--- config.mk ---
export PLATFORM = sky130hd
export DESIGN_NAME = wb_scheduler
export DESIGN_NICKNAME = d
export VERILOG_FILES = /design/src/rtl/wb_pkg.sv /design/src/rtl/wb_scheduler_arb.sv /design/src/rtl/wb_scheduler.sv
export SDC_FILE = /design/constraint.sdc
export NUM_CORES = 1
export LEC_CHECK = 0
export ABC_AREA = 0
export BUFFER_PORTS_ARGS = -buffer_cell sky130_fd_sc_hd__buf_4
export CAP_MARGIN = 10
export CORE_UTILIZATION = 35
export CTS_BUF_LIST = sky130_fd_sc_hd__clkbuf_8
export DETAILED_ROUTE_END_ITERATION = 7
export HOLD_SLACK_MARGIN = 0.06
export PLACE_DENSITY = 0.54
export SYNTH_ARGS = -nofsm -noshare
export SYNTH_HDL_FRONTEND = slang
export SYNTH_SLANG_ARGS = --single-unit
--- constraint.sdc ---
create_clock -name clk -period 6.8 [get_ports clk]
set_input_delay 1.36 -clock clk [delete_from_list [all_inputs] [get_ports clk]]
set_output_delay 1.36 -clock clk [all_outputs]
set_load 0.01 [all_outputs]
--- src/rtl/wb_pkg.sv ---
// wb_pkg: shared constants and enums for the write-back scheduler.
// Holds register-file geometry, stack-pointer step, requester ids and FSM states.
package wb_pkg;

  localparam int          NREG    = 16;
  localparam int          DW      = 64;
  localparam logic [3:0]  SP_IDX  = 4'd4;
  localparam logic [63:0] SP_STEP = 64'd8;

  typedef enum logic [1:0] {
    REQ_EXEC = 2'd0,
    REQ_LOAD = 2'd1,
    REQ_SP   = 2'd2
  } req_e;

  typedef enum logic [1:0] {
    ST_RUN   = 2'd0,
    ST_DRAIN = 2'd1,
    ST_DONE  = 2'd2
  } state_e;

endpackage

--- src/rtl/wb_scheduler_arb.sv ---
// wb_rr_arb: 2-way round-robin arbiter (exec/load) with a priority override.
// Ports: i_en gates all grants, i_ovr wins outright, i_req[1:0] data
// requests; o_gnt is one-hot {sp, load, exec}.
module wb_rr_arb
  import wb_pkg::*;
(
  input  logic       clk,
  input  logic       reset,
  input  logic       i_en,
  input  logic       i_ovr,
  input  logic [1:0] i_req,
  output logic [2:0] o_gnt
);

  // 0: exec is preferred next, 1: load is preferred next
  logic r_ptr;

  always_comb begin
    o_gnt = '0;
    if (!i_en) begin
      o_gnt = '0;
    end else if (i_ovr) begin
      o_gnt[REQ_SP] = 1'b1;
    end else if (i_req[r_ptr]) begin
      o_gnt[r_ptr] = 1'b1;
    end else if (i_req[!r_ptr]) begin
      o_gnt[!r_ptr] = 1'b1;
    end
  end

  // pointer only moves on data grants; the override leaves it alone
  always_ff @(posedge clk or posedge reset) begin
    if (reset) begin
      r_ptr <= 1'b0;
    end else if (o_gnt[REQ_EXEC]) begin
      r_ptr <= 1'b1;
    end else if (o_gnt[REQ_LOAD]) begin
      r_ptr <= 1'b0;
    end
  end

endmodule

--- src/rtl/wb_scheduler.sv ---
// wb_scheduler: single registered write port for the 16x64 register file.
// Arbitrates sp-adjust (highest), exec and load (round-robin) writers,
// tracks pending destinations for issue stalls and runs the end-of-sim
// drain (RUN -> DRAIN -> DONE). Ports: alloc_* claim, req_* data writers,
// sp_adj_* stack adjust, wr_* write port, q_idx/q_busy operand queries,
// pending, sim_end/sim_done. Optional macro WB_BYPASS_EN adds q_fwd and
// same-cycle forwarding of the granted write into the queries.
module wb_scheduler #(
  parameter int              NREG     = wb_pkg::NREG,
  parameter int              DW       = wb_pkg::DW,
  parameter logic [3:0]      SP_IDX   = wb_pkg::SP_IDX,
  parameter logic [DW-1:0]   RSP_INIT = '0
) (
  input  logic                 clk,
  input  logic                 reset,
  input  logic                 alloc_valid,
  input  logic [3:0]           alloc_idx,
  output logic                 alloc_ready,
  input  logic [1:0]           req_valid,
  input  logic [1:0][3:0]      req_idx,
  input  logic [1:0][DW-1:0]   req_data,
  output logic [1:0]           req_ready,
  input  logic                 sp_adj_valid,
  input  logic                 sp_adj_dec,
  output logic                 sp_adj_ready,
  output logic                 wr_en,
  output logic [3:0]           wr_idx,
  output logic [DW-1:0]        wr_data,
  input  logic [1:0][3:0]      q_idx,
  output logic [1:0]           q_busy,
`ifdef WB_BYPASS_EN
  output logic [1:0][DW-1:0]   q_fwd,
`endif
  output logic [NREG-1:0]      pending,
  input  logic                 sim_end,
  output logic                 sim_done
);

  import wb_pkg::*;

  state_e          r_state;
  state_e          w_state_nxt;
  logic            r_wr_en;
  logic [3:0]      r_wr_idx;
  logic [DW-1:0]   r_wr_data;
  logic [DW-1:0]   r_rsp;
  logic [NREG-1:0] r_pend;

  logic            w_grant_en;
  logic            w_alloc_en;
  logic            w_done;
  logic [2:0]      w_gnt;
  logic            w_dgnt;
  logic [3:0]      w_didx;
  logic [DW-1:0]   w_ddata;
  logic [DW-1:0]   w_rsp_adj;
  logic            w_free;
  logic [NREG-1:0] w_set;
  logic [NREG-1:0] w_clr;

  wb_rr_arb u_arb (
    .clk   (clk),
    .reset (reset),
    .i_en  (w_grant_en),
    .i_ovr (sp_adj_valid),
    .i_req (req_valid),
    .o_gnt (w_gnt)
  );

  assign w_dgnt    = w_gnt[REQ_EXEC] | w_gnt[REQ_LOAD];
  assign w_didx    = w_gnt[REQ_LOAD] ? req_idx[1] : req_idx[0];
  assign w_ddata   = w_gnt[REQ_LOAD] ? req_data[1] : req_data[0];
  assign w_rsp_adj = sp_adj_dec ? r_rsp - DW'(SP_STEP)
                                : r_rsp + DW'(SP_STEP);

  assign req_ready    = w_gnt[1:0];
  assign sp_adj_ready = w_gnt[REQ_SP];

  // a pending bit whose write is granted this cycle counts as free, so the
  // re-claim lands on the same edge and the set beats the clear
  assign w_free      = !r_pend[alloc_idx] || (w_dgnt && w_didx == alloc_idx);
  assign alloc_ready = alloc_valid && w_alloc_en && w_free;

  assign w_set = alloc_ready ? (NREG'(1) << alloc_idx) : '0;
  assign w_clr = w_dgnt ? (NREG'(1) << w_didx) : '0;

  always_ff @(posedge clk or posedge reset) begin
    if (reset) begin
      r_state <= ST_RUN;
    end else begin
      r_state <= w_state_nxt;
    end
  end

  always_comb begin
    w_state_nxt = r_state;
    unique case (r_state)
      ST_RUN: begin
        if (sim_end) w_state_nxt = ST_DRAIN;
      end
      ST_DRAIN: begin
        if (r_pend == '0 && req_valid == '0 &&
            !sp_adj_valid && !r_wr_en)
          w_state_nxt = ST_DONE;
      end
      ST_DONE:  w_state_nxt = ST_DONE;
      default:  w_state_nxt = ST_RUN;
    endcase
  end

  always_comb begin
    w_grant_en = 1'b1;
    w_alloc_en = 1'b1;
    w_done     = 1'b0;
    unique case (r_state)
      ST_RUN: begin
        w_grant_en = 1'b1;
        w_alloc_en = 1'b1;
      end
      ST_DRAIN: begin
        w_grant_en = 1'b1;
        w_alloc_en = 1'b0;
      end
      ST_DONE: begin
        w_grant_en = 1'b0;
        w_alloc_en = 1'b0;
        w_done     = 1'b1;
      end
      default: begin
        w_grant_en = 1'b0;
        w_alloc_en = 1'b0;
      end
    endcase
  end

  always_ff @(posedge clk or posedge reset) begin
    if (reset) begin
      r_wr_en   <= 1'b0;
      r_wr_idx  <= '0;
      r_wr_data <= '0;
      r_pend    <= '0;
      r_rsp     <= RSP_INIT;
    end else begin
      r_wr_en <= |w_gnt;
      r_pend  <= (r_pend & ~w_clr) | w_set;
      if (w_gnt[REQ_SP]) begin
        r_wr_idx  <= SP_IDX;
        r_wr_data <= w_rsp_adj;
        r_rsp     <= w_rsp_adj;
      end else if (w_dgnt) begin
        r_wr_idx  <= w_didx;
        r_wr_data <= w_ddata;
        // direct writes to sp keep the shadow coherent
        if (w_didx == SP_IDX) r_rsp <= w_ddata;
      end
    end
  end

  always_comb begin
    q_busy = '0;
`ifdef WB_BYPASS_EN
    q_fwd  = '0;
`endif
    for (int i = 0; i < 2; i++) begin
      q_busy[i] = r_pend[q_idx[i]];
`ifdef WB_BYPASS_EN
      if (w_gnt[REQ_SP] && q_idx[i] == SP_IDX) begin
        q_busy[i] = 1'b0;
        q_fwd[i]  = w_rsp_adj;
      end else if (w_dgnt && q_idx[i] == w_didx) begin
        q_busy[i] = 1'b0;
        q_fwd[i]  = w_ddata;
      end
`endif
    end
  end

  assign wr_en    = r_wr_en;
  assign wr_idx   = r_wr_idx;
  assign wr_data  = r_wr_data;
  assign pending  = r_pend;
  assign sim_done = w_done;

endmodule

==> reports/results.ini, run 1 <==
[cts]
clkTransAtPathRegs_ns=0.09
insertion_delay_ns=0.48
cts_inserted_buffers=17
cts_repair_resize_count=0
clock_sink_count=152
cts_hold_buf=0
cts_post_setup_buffers_inserted=0
cts_buffer_depth=2
htree_levels=4
clock-root-buffer=clkbuf_8
cts_tree=done

[setup_path]
rrSetupSlack_ns=2.98
worst_path_fanout_max=48
crit_path_start_kind=input pin
worstSetupEndpoint=alloc_ready
arrival_ns=3.45
endpoint_kind=output pin
worst_setup_path_startpoint=sp_adj_valid
timing.rr.start=r_state[0]
worst-setup-path-type=input pin to output pin
r2r-end=r_rsp[63]
reg2regPathDepth=12
crit_required_ns=5.44

[synth]
synth.net_count=1652
sequential_area_share_after_synthesis_pct=33.0
synth-edff-count=0
post_synth_inst_count=1432
synth_async_sr_flop_share_pct=100
postSynth.topFlopCell=dfrtp_1
syn_avg_cell_area_sq_um=8.06
post_synth_instance_area_sq_um=11500
synth_warnings=0
synthDistinctLibCells=73
ys_ff_latch=152

[route]
drcViolationCount=0
routed-via-count=11326
routed_wl_mm=39.1
post_drt_wl_per_cell_um=18.8
drtIter0Drc=746
vias_per_cell=5.44
detail-route-antenna-nets=0
first_pass_iters=5

[placed_design]
gp_congestion=0.948
detailed_place_hpwl_mm=29.3
place.port_buffers=247

[floorplanning]
overall_die_area_sq_um=33700
die_width_um=184
core.rowCount=66
core_sq_um=32500
boundaryPins=248
start_util_pct=35.6
die_h_um=184

[final_layout]
layout.area.seq_sq_um=3800
multi_input_area_sq_um=7260
final_cell_mix=buf_4 (260), nand2_1 (224), a21oi_1 (166), o21ai_0 (160), dfrtp_1 (152)
final_core_utilization_pct=43.5
nets=1848
flow.area_growth_from_synthesis_pct=22.2
filler_cell_count=3416
n_antenna_cell=0
commonest_non_fill_non_tap_cell_in_the_layout=buf_4
fraction_of_layout_instances_using_a_drive_strength_above_1_pct=20.3

[timing]
timing_worst_slew_pin_value_ns=1.12
timing.final.hold_violations=0
final_max_slew_viol_count=0
slew_headroom_pct=25.3
grt_setup_unrepaired=false
fin_crit_ns=4.81
period_share_pct=70.8
whs_ns=0.485
report.final.setup_viol=0
fin_worst_skew_ns=0.0218
fmax_ghz=0.208
final_tns_setup_ns=0

[grt]
antenna_found_initial=0
grt_first_pass_wirelength_mm=61.2
grt_remaining_overflow=0
gr-usage-all-layers_pct=23.3
number_of_global_route_vias_before_repair=10951
pin_count_of_the_biggest_net_entering_global_routing=108

[worst_hold_path]
hold_path_class=register to register
hold_depth=2
beginning_of_the_worst_hold_path=r_rsp[2]

[power_and_ir_drop]
power-per-cell-area_nw_per_um2=463
worst_vdd_rail_ir_drop_uv=129
leakage_nw=6.58

[run]
drv.max_cap_violation_count=0

[run_status]
outcome=finished, final reports clean

worst min-delay path by stage:
stage	end	slack (ns)
global route	wr_data[7]	0.52
detailed placement	wr_data[4]	0.46
finish	r_rsp[2]	0.48
floorplan	r_rsp[5]	0.44
global placement	wr_data[5]	0.46
CTS	wr_data[4]	0.48
area by class of cell:
type,count,share of cell area [%]
Clock buffer,18,1.76
Tap cell,442,3.92
Multi-Input combinational cell,1161,51.5
Sequential cell,152,27.0
Clock inverter,14,1.06
Inverter,36,1.00
Timing Repair Buffer,260,13.8
critical path: stages:
cell,delay [ns]
buf_4,0.11
o21ba_2,0.20
nand3_4,0.10
buf_4,0.48
mux2i_1,0.34
xor2_1,0.17
nand3_1,0.08
o31ai_1,0.24
nand3_1,0.17
inv_1,0.09
buf_4,0.11
stage by stage:
stage | instance area, sq um | setup slack [ns] | total power [W] | instances
floorplan | 11500 | 1.35 | 0.00439 | 1432
global placement | 13700 | 2.01 | 0.00580 | 2051
detailed placement | 13700 | 1.92 | 0.00582 | 2051
CTS | 14100 | 1.92 | 0.00658 | 2083
global route | 14100 | 1.76 | 0.00711 | 2083
finish | 14100 | 1.99 | 0.00654 | 2083
synthesized netlist by cell type, drive strengths merged (8+ instances only):
| cell type | number | share of area (%) |
|---|---|---|
| a211oi | 8 | 0.52 |
| a21o | 30 | 2.0 |
| a21oi | 167 | 7.3 |
| a31oi | 19 | 1.2 |
| buf | 20 | 1.2 |
| clkbuf | 63 | 2.1 |
| dfrtp | 152 | 33 |
| ha | 63 | 6.8 |
| inv | 36 | 1.2 |
| mux2i | 55 | 4.8 |
| mux4 | 15 | 2.9 |
| nand2 | 224 | 7.3 |
| nand3 | 35 | 1.6 |
| nand4 | 26 | 1.4 |
| nor2 | 107 | 3.5 |
| nor3 | 26 | 1.1 |
| nor3b | 12 | 0.78 |
| nor4 | 9 | 0.49 |
| o211ai | 34 | 2.2 |
| o21ai | 184 | 8.0 |
| o21bai | 12 | 0.78 |
| or3 | 9 | 0.49 |
| xnor2 | 22 | 1.7 |
| xor2 | 24 | 1.8 |
kinds of logic after synthesis:
| group | after synthesis | synth area share [%] |
|---|---|---|
| xor gates and xnor gates | 46 | 3.49 |
| muxes | 72 | 7.89 |
| and+or+nand+nor | 476 | 18.2 |
| DFF | 152 | 33.0 |
| adders and majority gates | 64 | 7.00 |
| buffers and inverters | 119 | 4.43 |
| AOI/OAI and AO/OA | 503 | 26.0 |
flip-flops by register name, indices dropped and copies added (netlist names):
register     flops
r_rsp           64
wr_data         64
pending         16
wr_en            1
wr_idx           4
u_arb.r_ptr      1
r_state          2
report_power, final:
part	leakage, nW	switching, W	internal, W
registers	1.86	0.000368	0.00136
logic	4.53	0.00244	0.00164
clock network	0.195	0.000392	0.000337
total	6.58	0.00320	0.00334
routing by layer:
metal	vias to the layer above	track usage, %	wire (um)
met5	-	0	0
met3	43	3.15	1400
li1	5602	-	-
met1	5407	31.2	18300
met2	274	38.9	18500
met4	0	7.00	793
No activity file was read; power rests on OpenSTA's default activity.
==> inputs of run 2 (changes only) <==
--- a/config.mk
+++ b/config.mk
@@ -5,7 +5,7 @@
 export SDC_FILE = /design/constraint.sdc
 export NUM_CORES = 1
 export LEC_CHECK = 0
-export ABC_AREA = 0
+export ABC_AREA = 1
 export BUFFER_PORTS_ARGS = -buffer_cell sky130_fd_sc_hd__buf_4
 export CAP_MARGIN = 10
 export CORE_UTILIZATION = 35
==> constraint.sdc (replaced) <==
create_clock -name clk -period 4.8 [get_ports clk]
set_input_delay 0.96 -clock clk [delete_from_list [all_inputs] [get_ports clk]]
set_output_delay 0.96 -clock clk [all_outputs]
set_load 0.01 [all_outputs]
==> reports/results.ini, run 2 <==
[run_status]
outcome=finished, final reports clean

[floorplanning]
die_width_um=196  ; +6.6%
start_util_pct=35.7  ; +0.16 points
core.rowCount=70  ; +6.1%
boundaryPins=248  ; unchanged
die_h_um=196  ; +6.6%
overall_die_area_sq_um=38300  ; +14%
core_sq_um=36800  ; +13%

[power_and_ir_drop]
leakage_nw=9.15  ; +39%
power-per-cell-area_nw_per_um2=615  ; +33%
worst_vdd_rail_ir_drop_uv=289  ; +120%

[cts]
cts_buffer_depth=2  ; unchanged
clock_sink_count=152  ; unchanged
cts_inserted_buffers=17  ; unchanged
clock-root-buffer=clkbuf_8
clkTransAtPathRegs_ns=0.09  ; about the same
cts_repair_resize_count=0  ; unchanged
cts_tree=done
htree_levels=4  ; unchanged
cts_hold_buf=0  ; unchanged
cts_post_setup_buffers_inserted=0  ; unchanged
insertion_delay_ns=0.50  ; +0.02 ns

[timing]
timing_worst_slew_pin_value_ns=1.05  ; -0.0671 ns
grt_setup_unrepaired=false
worst_slack_ns=0.799  ; -1.19 ns
whs_ns=0.471  ; -0.0142 ns
timing.final.hold_violations=0  ; unchanged
final_max_slew_viol_count=0  ; unchanged
fmax_ghz=0.250
slew_headroom_pct=29.9  ; +4.6 points
final_tns_setup_ns=0  ; unchanged
fin_crit_ns=4.00
fin_worst_skew_ns=0.0129  ; -0.00890 ns
period_share_pct=83.4
report.final.setup_viol=0  ; unchanged

[synth]
post_synth_instance_area_sq_um=13100  ; +14%
post_synth_inst_count=2258  ; +58%
synth_top_area_cell=dfrtp_1
synth.net_count=2478  ; +50%
syn_avg_cell_area_sq_um=5.82  ; -28%
postSynth.topFlopCell=dfrtp_1
synthMostInstantiatedCell=nand2_1
synthTopCellsByCount=nand2_1 (948), inv_1 (339), nor2_1 (237), o21ai_0 (160), dfrtp_1 (152)
synth_warnings=0  ; unchanged
synth-edff-count=0  ; unchanged
post_synth_main_area_contributors=dfrtp_1 (29%), nand2_1 (27%), inv_1 (9.7%), nor2_1 (6.8%), o21ai_0 (6.1%)
synth_top_cell_area_share_pct=28.9  ; -4.0 points
synthDistinctLibCells=38  ; -48%
sequential_area_share_after_synthesis_pct=28.9  ; -4.0 points
ys_ff_latch=152  ; unchanged
synth_async_sr_flop_share_pct=100  ; unchanged

[route]
first_pass_iters=6  ; +1
detail-route-antenna-nets=0  ; unchanged
post_drt_wl_per_cell_um=16.9  ; -9.7%
vias_per_cell=4.88  ; -10%
drcViolationCount=0  ; unchanged
drtIter0Drc=823  ; +10%
routed_wl_mm=50.0  ; +28%
routed-via-count=14389  ; +27%

[final_layout]
fraction_of_layout_instances_using_a_drive_strength_above_1_pct=12.4  ; -7.9 points
n_antenna_cell=0  ; unchanged
flow.area_growth_from_synthesis_pct=20.5
commonest_non_fill_non_tap_cell_in_the_layout=nand2_1
nets=2691  ; +46%
final_core_utilization_pct=43.0  ; -0.42 points
filler_cell_count=4101  ; +20%
final_cells=2951  ; +42%
multi_input_area_sq_um=7770  ; +7.0%
layout.area.seq_sq_um=3800  ; unchanged
final_cell_mix=nand2_1 (948), inv_1 (338), buf_4 (257), nor2_1 (235), o21ai_0 (160)

[placed_design]
gp_congestion=0.948  ; about the same
detailed_place_hpwl_mm=39.0  ; +33%
place.port_buffers=247  ; unchanged
dp_slack_ns=0.944  ; -0.979 ns
place.detailed.instances=2920  ; +42%

[setup_path]
r2r-end=r_rsp[31]
crit_path_start_kind=register
crit_required_ns=3.84  ; -1.60 ns
worst-setup-path-type=register to output pin
reg2regPathDepth=12  ; unchanged
arrival_ns=3.04  ; -0.41 ns
endpoint_kind=output pin
timing.rr.start=r_state[0]
worst_path_fanout_max=73  ; +52%
rrSetupSlack_ns=1.38  ; -1.60 ns

[grt]
antenna_found_initial=0  ; unchanged
number_of_global_route_vias_before_repair=13780  ; +26%
gr-usage-all-layers_pct=26.3  ; +3.0 points
grt_remaining_overflow=0  ; unchanged
pin_count_of_the_biggest_net_entering_global_routing=84  ; -22%
grt_first_pass_wirelength_mm=77.7  ; +27%

[worst_hold_path]
hold_path_class=input pin to asynchronous set/reset pin

[run]
drv.max_cap_violation_count=0  ; unchanged

[run 2: cell types whose count changed in the layout (fill, tap and decap cells not counted), sizes merged, moves of 18 or more]
cell / previous run / this run
nand3: 35 / 92
nor2: 107 / 240
nand4: 26 / 8
nand2: 224 / 951
inv: 36 / 342
o211ai: 34 / 3
a21oi: 167 / 82
xnor2: 22 / 1
o21ai: 184 / 165
mux2i: 55 / 0
a21o: 30 / 0
[run 2: worst max-delay path by stage]
stage	start	end	slack, ns
after floorplan	req_valid[1]	alloc_ready	1.74
after global placement	sp_adj_dec	wr_data[63]	0.98
after detailed placement	sp_adj_dec	wr_data[54]	0.94
after CTS	r_state[0]	alloc_ready	0.73
after global routing	r_state[1]	alloc_ready	0.57
final	r_state[0]	alloc_ready	0.80
[run 2: report_power, final]
group / total, W / internal (W) / switching (W)
logic: 0.00633 / 0.00213 / 0.00420
clock network: 0.00107 / 0.000535 / 0.000536
registers: 0.00234 / 0.00190 / 0.000433
[run 2: worst max-delay path, cell delays in order, from the launching register on]
cell and delay [ns]:
dfrtp_1 0.39, inv_1 0.12, ha_1 0.32, nor2_4 0.09, nor2_4 0.17, nand2_8 0.28, nand2_1 0.14, o21a_1 0.36
o22ai_1 0.11, nor2_1 0.11, nand3_1 0.13, a21oi_1 0.17, buf_4 0.14
[run 2: cell families after synthesis]
family,count (synthesis),synth area share [%]
AND/OR/NAND/NOR,1321,39.5
buffers and inverters,409,12.0
XOR/XNOR,15,1.00
AO/OA/AOI/OAI,297,12.4
adder cells (fa/ha/maj),64,6.15
flip-flops,152,28.9
[run 2: metal layers]
metal | GRT usage (%) | wire, um
met5 | 0 | 0
met4 | 5.47 | 702
met3 | 3.20 | 1690
met1 | 35.2 | 23400
met2 | 45.4 | 24100
[run 2: through the flow]
step	cell area (sq um)	power (W)
after global routing	15800	0.0107
after CTS	15800	0.00984
final	15800	0.00974
after floorplan	13100	0.00638
after global placement	15400	0.00870
after detailed placement	15400	0.00873
[run 2: cell type report]
cell class              instances  area share (%)
inverters                     344            8.18
flip-flops and latches        152            24.0
multi-input cells            1697            49.1
well taps                     468            3.70
clock inverters                12           0.956
clock buffers                  19            1.65
repair buffers                259            12.4
==> inputs of run 3 (changes only) <==
--- a/config.mk
+++ b/config.mk
@@ -5,14 +5,14 @@
 export SDC_FILE = /design/constraint.sdc
 export NUM_CORES = 1
 export LEC_CHECK = 0
-export ABC_AREA = 1
+export ABC_AREA = 0
 export BUFFER_PORTS_ARGS = -buffer_cell sky130_fd_sc_hd__buf_4
 export CAP_MARGIN = 10
 export CORE_UTILIZATION = 35
 export CTS_BUF_LIST = sky130_fd_sc_hd__clkbuf_8
 export DETAILED_ROUTE_END_ITERATION = 7
 export HOLD_SLACK_MARGIN = 0.06
-export PLACE_DENSITY = 0.54
+export PLACE_DENSITY = 0.56
 export SYNTH_ARGS = -nofsm -noshare
 export SYNTH_HDL_FRONTEND = slang
 export SYNTH_SLANG_ARGS = --single-unit
==> constraint.sdc (replaced) <==
create_clock -name clk -period 3.5 [get_ports clk]
set_input_delay 0.7 -clock clk [delete_from_list [all_inputs] [get_ports clk]]
set_output_delay 0.7 -clock clk [all_outputs]
set_load 0.01 [all_outputs]
==> reports/results.ini, run 3 (synthesis results as in run 1) <==
[cts]
clock-root-buffer=clkbuf_8
cts_tree=done
cts_buffer_depth=2  ; unchanged
cts_inserted_buffers=17  ; unchanged
htree_levels=4  ; unchanged
clock_sink_count=152  ; unchanged
clkTransAtPathRegs_ns=0.11  ; +0.02 ns
insertion_delay_ns=0.49  ; about the same
cts_hold_buf=0  ; unchanged

[final_layout]
final_cell_mix=buf_4 (420), nand2_1 (224), a21oi_1 (166), o21ai_0 (160), dfrtp_1 (152)
final_cells=2253  ; -24%
commonest_non_fill_non_tap_cell_in_the_layout=buf_4
fraction_of_layout_instances_using_a_drive_strength_above_1_pct=28.2  ; +16 points
filler_cell_count=3267  ; -20%
n_antenna_cell=0  ; unchanged
nets=2018  ; -25%
flow.area_growth_from_synthesis_pct=35.3

[floorplanning]
core.rowCount=66  ; -5.7%
die_h_um=184  ; -6.2%
boundaryPins=248  ; unchanged
start_util_pct=35.6  ; -0.16 points
overall_die_area_sq_um=33700  ; -12%
die_width_um=184  ; -6.2%
core_sq_um=32500  ; -12%

[placed_design]
place.port_buffers=247  ; unchanged
detailed_place_hpwl_mm=31.5  ; -19%
dp_slack_ns=-0.230  ; -1.17 ns
gp_congestion=0.919  ; -3.0%
place.detailed.instances=2213  ; -24%

[timing]
fin_crit_ns=3.40
final_tns_setup_ns=0  ; unchanged
slew_headroom_pct=53.2  ; +23 points
fmax_ghz=0.294
final_max_slew_viol_count=0  ; unchanged
timing.final.hold_violations=0  ; unchanged
timing_worst_slew_pin_value_ns=0.702  ; -0.350 ns
fin_worst_skew_ns=0.0178  ; +0.00498 ns
period_share_pct=97.2
worst_slack_ns=0.0984  ; -0.700 ns
report.final.setup_viol=0  ; unchanged
whs_ns=0.290  ; -0.180 ns

[power_and_ir_drop]
power-per-cell-area_nw_per_um2=904  ; +47%
worst_vdd_rail_ir_drop_uv=366  ; +27%
leakage_nw=7.46  ; -18%

[route]
routed-via-count=12098  ; -16%
drtIter0Drc=694  ; -16%
detail-route-antenna-nets=0  ; unchanged
routed_wl_mm=41.0  ; -18%
post_drt_wl_per_cell_um=18.2  ; +7.6%
first_pass_iters=5  ; -1
vias_per_cell=5.37  ; +10%
drcViolationCount=0  ; unchanged

[setup_path]
r2r-end=wr_data[63]
family_with_the_most_delay_on_the_worst_path=buffers and inverters
worst_path_fanout_max=4  ; -95%
arrival_ns=2.70  ; -0.34 ns
endpoint_kind=output pin
worst-setup-path-type=register to output pin
timing.critical_path.buf_inv=4  ; +2
worst_path_largest_cell_delay_ns=0.42  ; +0.03 ns
reg2regPathDepth=12  ; unchanged
timing.critical_path.slowest_stage_cell=dfrtp_1
timing.critical_path.cells=buf_4, ha_4, o21ba_4, nand3_4, buf_8, mux2i_4, xor2_1, nand3_1, o31ai_2, nand3_1, inv_1, buf_4
rrSetupSlack_ns=0.41  ; -0.97 ns
crit_required_ns=2.80  ; -1.04 ns
crit_path_start_kind=register
path_depth=12  ; unchanged
timing.rr.start=r_rsp[3]

[grt]
antenna_found_initial=0  ; unchanged
gr-usage-all-layers_pct=24.4  ; -1.9 points
number_of_global_route_vias_before_repair=11555  ; -16%
grt_first_pass_wirelength_mm=63.8  ; -18%
pin_count_of_the_biggest_net_entering_global_routing=110  ; +31%
grt_remaining_overflow=0  ; unchanged

[run]
drv.max_cap_violation_count=0  ; unchanged

[worst_hold_path]
hold_path_class=input pin to asynchronous set/reset pin

[run_status]
outcome=finished, final reports clean

-- run 3: cell types whose count changed in the layout (fill, tap and decap cells not counted), sizes merged, moves of 15 or more --
cell,previous run,this run
mux2i,0,55
mux4,0,15
nand3,92,35
nand4,8,26
o21ai,165,184
o211ai,3,34
a21oi,82,167
inv,342,41
a21o,0,30
buf,259,430
xnor2,1,22
nand2,951,224
nor2,240,107
-- run 3: report_power, final --
group          switching, W  internal [W]
registers          0.000722       0.00264
clock network      0.000941      0.000562
logic               0.00504       0.00422
-- run 3: worst reg2reg max path, cell delays in order (launching register included) --
cell and delay (ns):
dfrtp_1 0.43, inv_1 0.08, fa_1 0.40, nand2b_1 0.17
a211oi_1 0.32, or2_2 0.18, a21oi_1 0.08, o311a_1 0.43
o21bai_1 0.25, buf_4 0.15, nand3_1 0.09, or3_1 0.35
nand3_1 0.10
-- run 3: cell type report --
cell class                      instances  area, sq um  area share [%]
Timing Repair Buffer                  430         3340            21.4
Sequential cell                       152         3800            24.4
Tap cell                              442          553            3.54
Multi-Input combinational cell       1161         7330            47.0
Inverter                               36          148           0.946
Clock inverter                         15          196            1.26
Clock buffer                           17          234            1.50
-- run 3: worst max path at each step --
stage / startpoint / endpoint / slack, ns
2_1_floorplan: sp_adj_dec / wr_data[57] / 0.47
3_3_place_gp: sp_adj_dec / r_rsp[31] / -0.17
3_5_place_dp: sp_adj_dec / wr_data[63] / -0.23
4_1_cts: r_state[0] / alloc_ready / 0.03
5_1_grt: r_state[0] / alloc_ready / -0.03
6_report: r_state[0] / alloc_ready / 0.1
-- run 3: timing repair --
item / 4_1_cts / 5_1_grt
pin swaps: 0 / 3
endpoints found under the setup margin: 1 / 1
resized for setup: 13 / 6
setup buffers: 1 / 6
-- run 3: metal layers --
layer | vias up | global-route usage [%] | share of wire, %
met5 | - | 0 | 0
met4 | 0 | 8.00 | 2.8
met3 | 54 | 3.90 | 4.4
met2 | 322 | 41.1 | 48
met1 | 5794 | 31.7 | 45
li1 | 5928 | - | -
-- run 3: through the flow --
step / utilization [%] / area [sq um] / power, W
global placement: 46.3 / 15000 / 0.0124
CTS: 47.8 / 15500 / 0.0141
detailed placement: 46.3 / 15000 / 0.0125
floorplan: - / 11500 / 0.00852
finish: 48.1 / 15600 / 0.0141
global route: 48.1 / 15600 / 0.0153
